## src/rtl/ycbcr422_decoder.sv

```systemverilog
// ycbcr422_decoder
//   Rebuilds a 4:4:4 pixel stream from a 16-bit multiplexed YCbCr 4:2:2 stream.
//   It tracks pixel coordinates, measures the active line width and frame height,
//   and flags lines that end on an odd pixel count. Latency is a fixed 2 cycles.
//
// Ports
//   i_clk, i_rst              pixel clock, synchronous active-high reset
//   i_hsync/i_vsync/i_de      input syncs and data enable
//   i_ycbcr[15:8] = Y, [7:0] = Cb (even pixel) / Cr (odd pixel)
//   o_hsync/o_vsync/o_de      input syncs delayed by 2 cycles
//   o_valid                   pixel/coordinate outputs valid
//   o_y8/o_cb/o_cr            reconstructed 4:4:4 pixel
//   o_x/o_y                   pixel column / line index
//   o_locked                  a vsync rising edge has been seen since reset
//   o_width/o_height          last completed line width / frame height
//   o_err_odd                 one-cycle pulse: line ended on an odd pixel count
module ycbcr422_decoder #(
    parameter int unsigned XBITS = 12,
    parameter int unsigned YBITS = 12
) (
    input  logic             i_clk,
    input  logic             i_rst,
    input  logic             i_hsync,
    input  logic             i_vsync,
    input  logic             i_de,
    input  logic [15:0]      i_ycbcr,
    output logic             o_hsync,
    output logic             o_vsync,
    output logic             o_de,
    output logic             o_valid,
    output logic [7:0]       o_y8,
    output logic [7:0]       o_cb,
    output logic [7:0]       o_cr,
    output logic [XBITS-1:0] o_x,
    output logic [YBITS-1:0] o_y,
    output logic             o_locked,
    output logic [XBITS-1:0] o_width,
    output logic [YBITS-1:0] o_height,
    output logic             o_err_odd
);

    typedef enum logic {StEven, StOdd} state_e;

    state_e state_q, state_d;

    // Sync pipeline: stage 1, stage 2 (outputs), plus previous o_vsync for edge detect.
    logic hs1_q, vs1_q, de1_q, hs2_q, vs2_q, de2_q, vs3_q;

    logic [7:0] y0_q, y0_d, cb_q, cb_d, y1_q, y1_d, cr_q, cr_d;
    logic       pend1_q, pend1_d, err_pend_q, err_pend_d;

    logic             valid_q, valid_d, vprev_q;
    logic [7:0]       pix_y_q, pix_y_d, pix_cb_q, pix_cb_d, pix_cr_q, pix_cr_d;
    logic [XBITS-1:0] x_q, x_d, width_q, width_d;
    logic [YBITS-1:0] y_q, y_d, height_q, height_d;
    logic             locked_q, locked_d, err_q;

    logic vs_rise_in, cap_even, emit_pair, emit_short;
    logic raw_valid, vs_rise_out, valid_fall;

    // Rising edge of i_vsync; vs1_q is i_vsync one cycle ago.
    assign vs_rise_in = i_vsync & ~vs1_q;

    // ---------------- pairing FSM ----------------
    always_ff @(posedge i_clk) begin
        if (i_rst) begin
            state_q <= StEven;
        end else begin
            state_q <= state_d;
        end
    end

    always_comb begin
        state_d = state_q;
        if (vs_rise_in) begin
            state_d = StEven;  // drop any half pair at frame start
        end else begin
            case (state_q)
                StEven:  if (i_de) state_d = StOdd;
                StOdd:   state_d = StEven;
                default: state_d = StEven;
            endcase
        end
    end

    always_comb begin
        cap_even   = 1'b0;
        emit_pair  = 1'b0;
        emit_short = 1'b0;
        if (!vs_rise_in) begin
            case (state_q)
                StEven: cap_even = i_de;
                StOdd: begin
                    emit_pair  = i_de;
                    emit_short = ~i_de;
                end
                default: ;
            endcase
        end
    end

    // ---------------- datapath next state ----------------
    always_comb begin
        y0_d       = y0_q;
        cb_d       = cb_q;
        y1_d       = y1_q;
        cr_d       = cr_q;
        if (cap_even) begin
            y0_d = i_ycbcr[15:8];
            cb_d = i_ycbcr[7:0];
        end
        if (emit_pair) begin
            y1_d = i_ycbcr[15:8];
            cr_d = i_ycbcr[7:0];
        end
        pend1_d    = emit_pair;
        err_pend_d = emit_short;

        // pixel0 leaves on the odd-pixel cycle using the live Cr; pixel1 follows from registers.
        raw_valid = emit_pair | emit_short | pend1_q;
        if (pend1_q) begin
            pix_y_d  = y1_q;
            pix_cb_d = cb_q;
            pix_cr_d = cr_q;
        end else begin
            pix_y_d  = y0_q;
            pix_cb_d = cb_q;
            pix_cr_d = emit_pair ? i_ycbcr[7:0] : 8'h80;
        end

        // Edge events seen on the output-timed signals take effect one cycle later.
        vs_rise_out = vs2_q & ~vs3_q;
        valid_fall  = ~valid_q & vprev_q;

        locked_d = locked_q | vs_rise_out;
        valid_d  = raw_valid & locked_d;

        width_d = width_q;
        if (valid_fall) begin
            width_d = (x_q == '1) ? x_q : x_q + XBITS'(1);
        end

        x_d = x_q;
        if (valid_d) begin
            if (!valid_q)      x_d = '0;
            else if (x_q != '1) x_d = x_q + XBITS'(1);
        end

        height_d = height_q;
        y_d      = y_q;
        if (vs_rise_out) begin
            if (locked_q) height_d = y_q;
            y_d = '0;
        end else if (valid_fall && (y_q != '1)) begin
            y_d = y_q + YBITS'(1);
        end
    end

    always_ff @(posedge i_clk) begin
        if (i_rst) begin
            hs1_q      <= 1'b0;
            vs1_q      <= 1'b0;
            de1_q      <= 1'b0;
            hs2_q      <= 1'b0;
            vs2_q      <= 1'b0;
            de2_q      <= 1'b0;
            vs3_q      <= 1'b0;
            y0_q       <= '0;
            cb_q       <= '0;
            y1_q       <= '0;
            cr_q       <= '0;
            pend1_q    <= 1'b0;
            err_pend_q <= 1'b0;
            valid_q    <= 1'b0;
            vprev_q    <= 1'b0;
            pix_y_q    <= '0;
            pix_cb_q   <= '0;
            pix_cr_q   <= '0;
            x_q        <= '0;
            y_q        <= '0;
            width_q    <= '0;
            height_q   <= '0;
            locked_q   <= 1'b0;
            err_q      <= 1'b0;
        end else begin
            hs1_q      <= i_hsync;
            vs1_q      <= i_vsync;
            de1_q      <= i_de;
            hs2_q      <= hs1_q;
            vs2_q      <= vs1_q;
            de2_q      <= de1_q;
            vs3_q      <= vs2_q;
            y0_q       <= y0_d;
            cb_q       <= cb_d;
            y1_q       <= y1_d;
            cr_q       <= cr_d;
            pend1_q    <= pend1_d;
            err_pend_q <= err_pend_d;
            valid_q    <= valid_d;
            vprev_q    <= valid_q;
            if (valid_d) begin
                pix_y_q  <= pix_y_d;
                pix_cb_q <= pix_cb_d;
                pix_cr_q <= pix_cr_d;
            end
            x_q        <= x_d;
            y_q        <= y_d;
            width_q    <= width_d;
            height_q   <= height_d;
            locked_q   <= locked_d;
            err_q      <= err_pend_q;
        end
    end

    assign o_hsync   = hs2_q;
    assign o_vsync   = vs2_q;
    assign o_de      = de2_q;
    assign o_valid   = valid_q;
    assign o_y8      = pix_y_q;
    assign o_cb      = pix_cb_q;
    assign o_cr      = pix_cr_q;
    assign o_x       = x_q;
    assign o_y       = y_q;
    assign o_locked  = locked_q;
    assign o_width   = width_q;
    assign o_height  = height_q;
    assign o_err_odd = err_q;

endmodule

```

## config.mk

```make
export PLATFORM = sky130hd
export DESIGN_NAME = ycbcr422_decoder
export DESIGN_NICKNAME = d
export VERILOG_FILES = /design/src/rtl/ycbcr422_decoder.sv
export SDC_FILE = /design/constraint.sdc
export NUM_CORES = 1
export LEC_CHECK = 0
export CORE_MARGIN = 8
export CORE_UTILIZATION = 52
export CTS_BUF_LIST = sky130_fd_sc_hd__clkbuf_8
export CTS_CLUSTER_SIZE = 30
export DETAILED_ROUTE_END_ITERATION = 10
export GPL_TIMING_DRIVEN = 0
export PLACE_DENSITY = 0.9
export SLEW_MARGIN = 20
export SYNTH_ARGS = -nofsm -noshare
export SYNTH_HDL_FRONTEND = slang
export SYNTH_SLANG_ARGS = --single-unit
```

## constraint.sdc

```tcl
create_clock -name i_clk -period 2.19 [get_ports i_clk]
set_clock_uncertainty 0.2 [all_clocks]
set_input_delay 0.438 -clock i_clk [delete_from_list [all_inputs] [get_ports i_clk]]
set_output_delay 0.438 -clock i_clk [all_outputs]
set_load 0.02 [all_outputs]
```

==> out/results.ini <==
[power_and_ir_drop]
leakagePower_nw = 2.37
pwr-share-comb_pct = 5.7
powerDensity_mw_per_mm2 = 746
clkPwrFrac_pct = 46.8
power_frac_seq_pct = 47.5
ir_worst_vdd_v = 0.000471
netSwitchingFraction_pct = 22.9
p_sw_mw = 1.07
internal_power_mw = 3.59

[sta]
clock.fmax_mhz = 467
fin_crit_sh_pct = 97.7
finalSetupViolCount = 0
fin_tns_setup_ps = 0
grt_setup_unrepaired = no
slew_violations = 0
setup_slack_ps = 49.5
tightest_slew_ps = 626
hold_ws_ps = 235
relSlewSlack_pct = 58.3
period_minus_slack_ps = 2140
hold_violations = 0

[route]
vias = 4457
drc = 0
drt_first_pass_iters = 5
detail_route.wl_per_cell_um = 17.5
vias_per_cell = 5.76
drt-initial-drc-count = 361
drt-total-wl_um = 13600
drtAntennaViolNets = 0

[placed_design]
hpwl_um = 9320
postPlaceCellArea_mm2 = 0.00573
pre_cts_ws_ps = -484
io_buffers = 97
gp_routability_congestion = 0.897

[clocking]
worst_skew_pair.late_latency_ps = 430
cts.sinks = 118
h-tree-depth = 4
clockBufferDepth = 2
cts_buffers = 17
cts_tree = yes
cts_root_buffer = clkbuf_8
clk_pin_slew_ps = 80

[worst_setup_path]
path_cells = clkdlybuf4s50_1
crit_family = buffers and inverters
cp_max_fo = 4
setup.worst_path.end_class = primary output
cp.arrival_ps = 1500
crit_required_ps = 1550
max_stage_delay_ps = 650
crit_buf_inv = 1
start_kind = register
cp.depth = 1
slowest_stage = clkdlybuf4s50_1
reg2reg_depth = 6
worstSetupPathType = register to primary output

[logic_synthesis]
syn_area_per_cell_um2 = 8.67
synthesis.nets = 556
synth.cell_area_mm2 = 0.00462
yosys.area_share.adder_pct = 0.542
synth_top_family_by_area = simple AND/OR/NAND/NOR gates
postSynthCellCount = 533
ys_types = 47
synth_compound_area_share_pct = 14.1
synth-xor-area-share_pct = 3.60
yosys_register_bits = 118
synth-simple-area-share_pct = 24.2
synthMuxAreaShare_pct = 2.17
ys_seq_area_share_pct = 51.1
yosysWarnings = 0

[layout]
design_area_mm2 = 0.00623
antennaDiodeCount = 0
nets = 676
syn_to_final_growth_pct = 34.9
drive_gt1_share_pct = 11.1

[global_routing]
first_global_vias = 4440
top_usage_layer = met2
grtUsageMet2_pct = 38.2
gr-usage-met3_pct = 7.09
grt_pass1_wl_um = 21100
gr-usage-met1_pct = 24.0
antenna_found_initial = 0
grt_max_degree = 17
grt_use_total_pct = 22.1
grt_overflow = 0

[worst_hold_path]
hold_depth = 1
hold_path.class = register to register

[die]
ioPinCount = 99
die_w_um = 110
die_h_um = 110
coreArea_mm2 = 0.00868
fp.dieArea_mm2 = 0.0122
initial_utilization_pct = 53.2
num_rows = 34

[job]
cap_violations = 0

[run_status]
status = finished, final reports clean

-- placed cells by master, fill, tap and decap left out, types with 2 or more instances in the layout --
cell               n
a221oi_1           7
nand3_1           26
a211oi_1          13
nor2_1            48
dfxtp_2            2
clkinv_2           3
buf_4              6
clkdlybuf4s50_1   78
inv_1              6
or3_1              2
o31a_2             5
o32ai_1            3
nand4_2            2
nand3b_1           3
nand4_1            6
nor2b_1            9
nand2b_1           4
buf_6              3
o21ai_0            3
bufinv_16          4
mux2i_1           10
xnor2_1           11
clkinvlp_4         3
clkbuf_1          18
and3_1             5
dlymetal6s2s_1    11
nor3_1            11
clkbuf_8          21
clkbuf_2           6
nor2_2             3
xor2_1             8
dfxtp_1          116
a21oi_2            2
a21oi_1           61
dlygate4sd2_1      8
or2_2              3
nand2_1          113
a211o_1            2
nor4_1             2
-- per-layer routing --
metal	vias up	wire length [um]	share of wire (%)
met5	-	0	0
met4	0	421	3.1
met3	53	1220	9.0
met2	240	6800	50
met1	2101	5120	38
li1	2063	-	-
-- synthesized netlist by cell type, drive strengths merged --
library cell  count  area share [%]
dfxtp           118              51
nand2           113             9.2
a21oi            63             7.0
nor2             51             4.2
nand3            27             3.0
clkbuf           26             2.5
a211oi           14             2.5
nor3             12             1.5
xnor2            11             2.1
mux2i            10             2.2
nor2b            10             1.4
nand4             8             1.4
xor2              8             1.5
a221oi            7             1.3
buf               7             1.2
o31a              6             1.3
and3              5            0.68
inv               5            0.41
nand2b            5            0.84
nand3b            3            0.49
o21ai             3            0.32
o32ai             3            0.57
or2               3            0.41
a211o             2            0.38
ha                2            0.54
nor4              2            0.27
or3               2            0.27
a311oi            1            0.19
and2              1            0.14
and2b             1            0.22
and4              1            0.22
o311ai            1            0.19
o31ai             1            0.16
o41ai             1            0.19
-- kinds of logic after synthesis --
| family | Yosys count |
|---|---|
| simple gates | 244 |
| flops | 118 |
| compound gates | 102 |
| buf+inv | 38 |
| xor+xnor | 19 |
| mux | 10 |
| fa+ha+maj | 2 |
-- cell type report --
type / instances / area [um^2]
plain buffers: 33 / 183
clock buffers: 19 / 262
clock inverters: 13 / 179
fillers: 614 / 2450
inverters: 5 / 18.8
multi-input cells: 377 / 2070
flip-flops and latches: 118 / 2360
well taps: 108 / 135
repair buffers: 101 / 1020
-- power by group through the flow --
stage	combinational, mW	sequential (mW)	clock [mW]
CTS	0.256	2.21	2.18
finish	0.264	2.21	2.18
global placement	0.246	2.25	0
global route	0.284	2.21	2.30
floorplan	0.127	2.27	0
detailed placement	0.254	2.26	0
-- final timing paths --
check / startpoint / end / slack [ps]
max: o_x[11] / o_x[11] / 50
min: de1_q / o_de / 230
max reg2reg: o_x[0] / o_width[1] / 110
min reg2reg: de1_q / o_de / 230
-- state kept, by name, summed over array words and instances, names as in the netlist, 8 cells and up --
register  count
o_x          12
o_y8          8
o_height     12
cb_q          8
o_cr          8
y1_q          8
cr_q          8
y0_q          8
o_width      12
o_cb          8
o_y          12
-- timing repair --
item	4_1_cts	5_1_grt
hold buffers	0	0
endpoints found under the hold margin	0	0
gates resized for setup	11	23
buffers inserted	3	1
pin swaps	1	2
setup endpoints to repair	32	66
-- metrics by stage --
stage	std cells	utilization, %	power (mW)
floorplan	533	-	2.39
global placement	738	66.0	2.50
detailed placement	738	66.0	2.51
CTS	773	71.3	4.65
global route	774	71.8	4.79
finish	774	71.8	4.65
(Power assumes the default switching activity.)
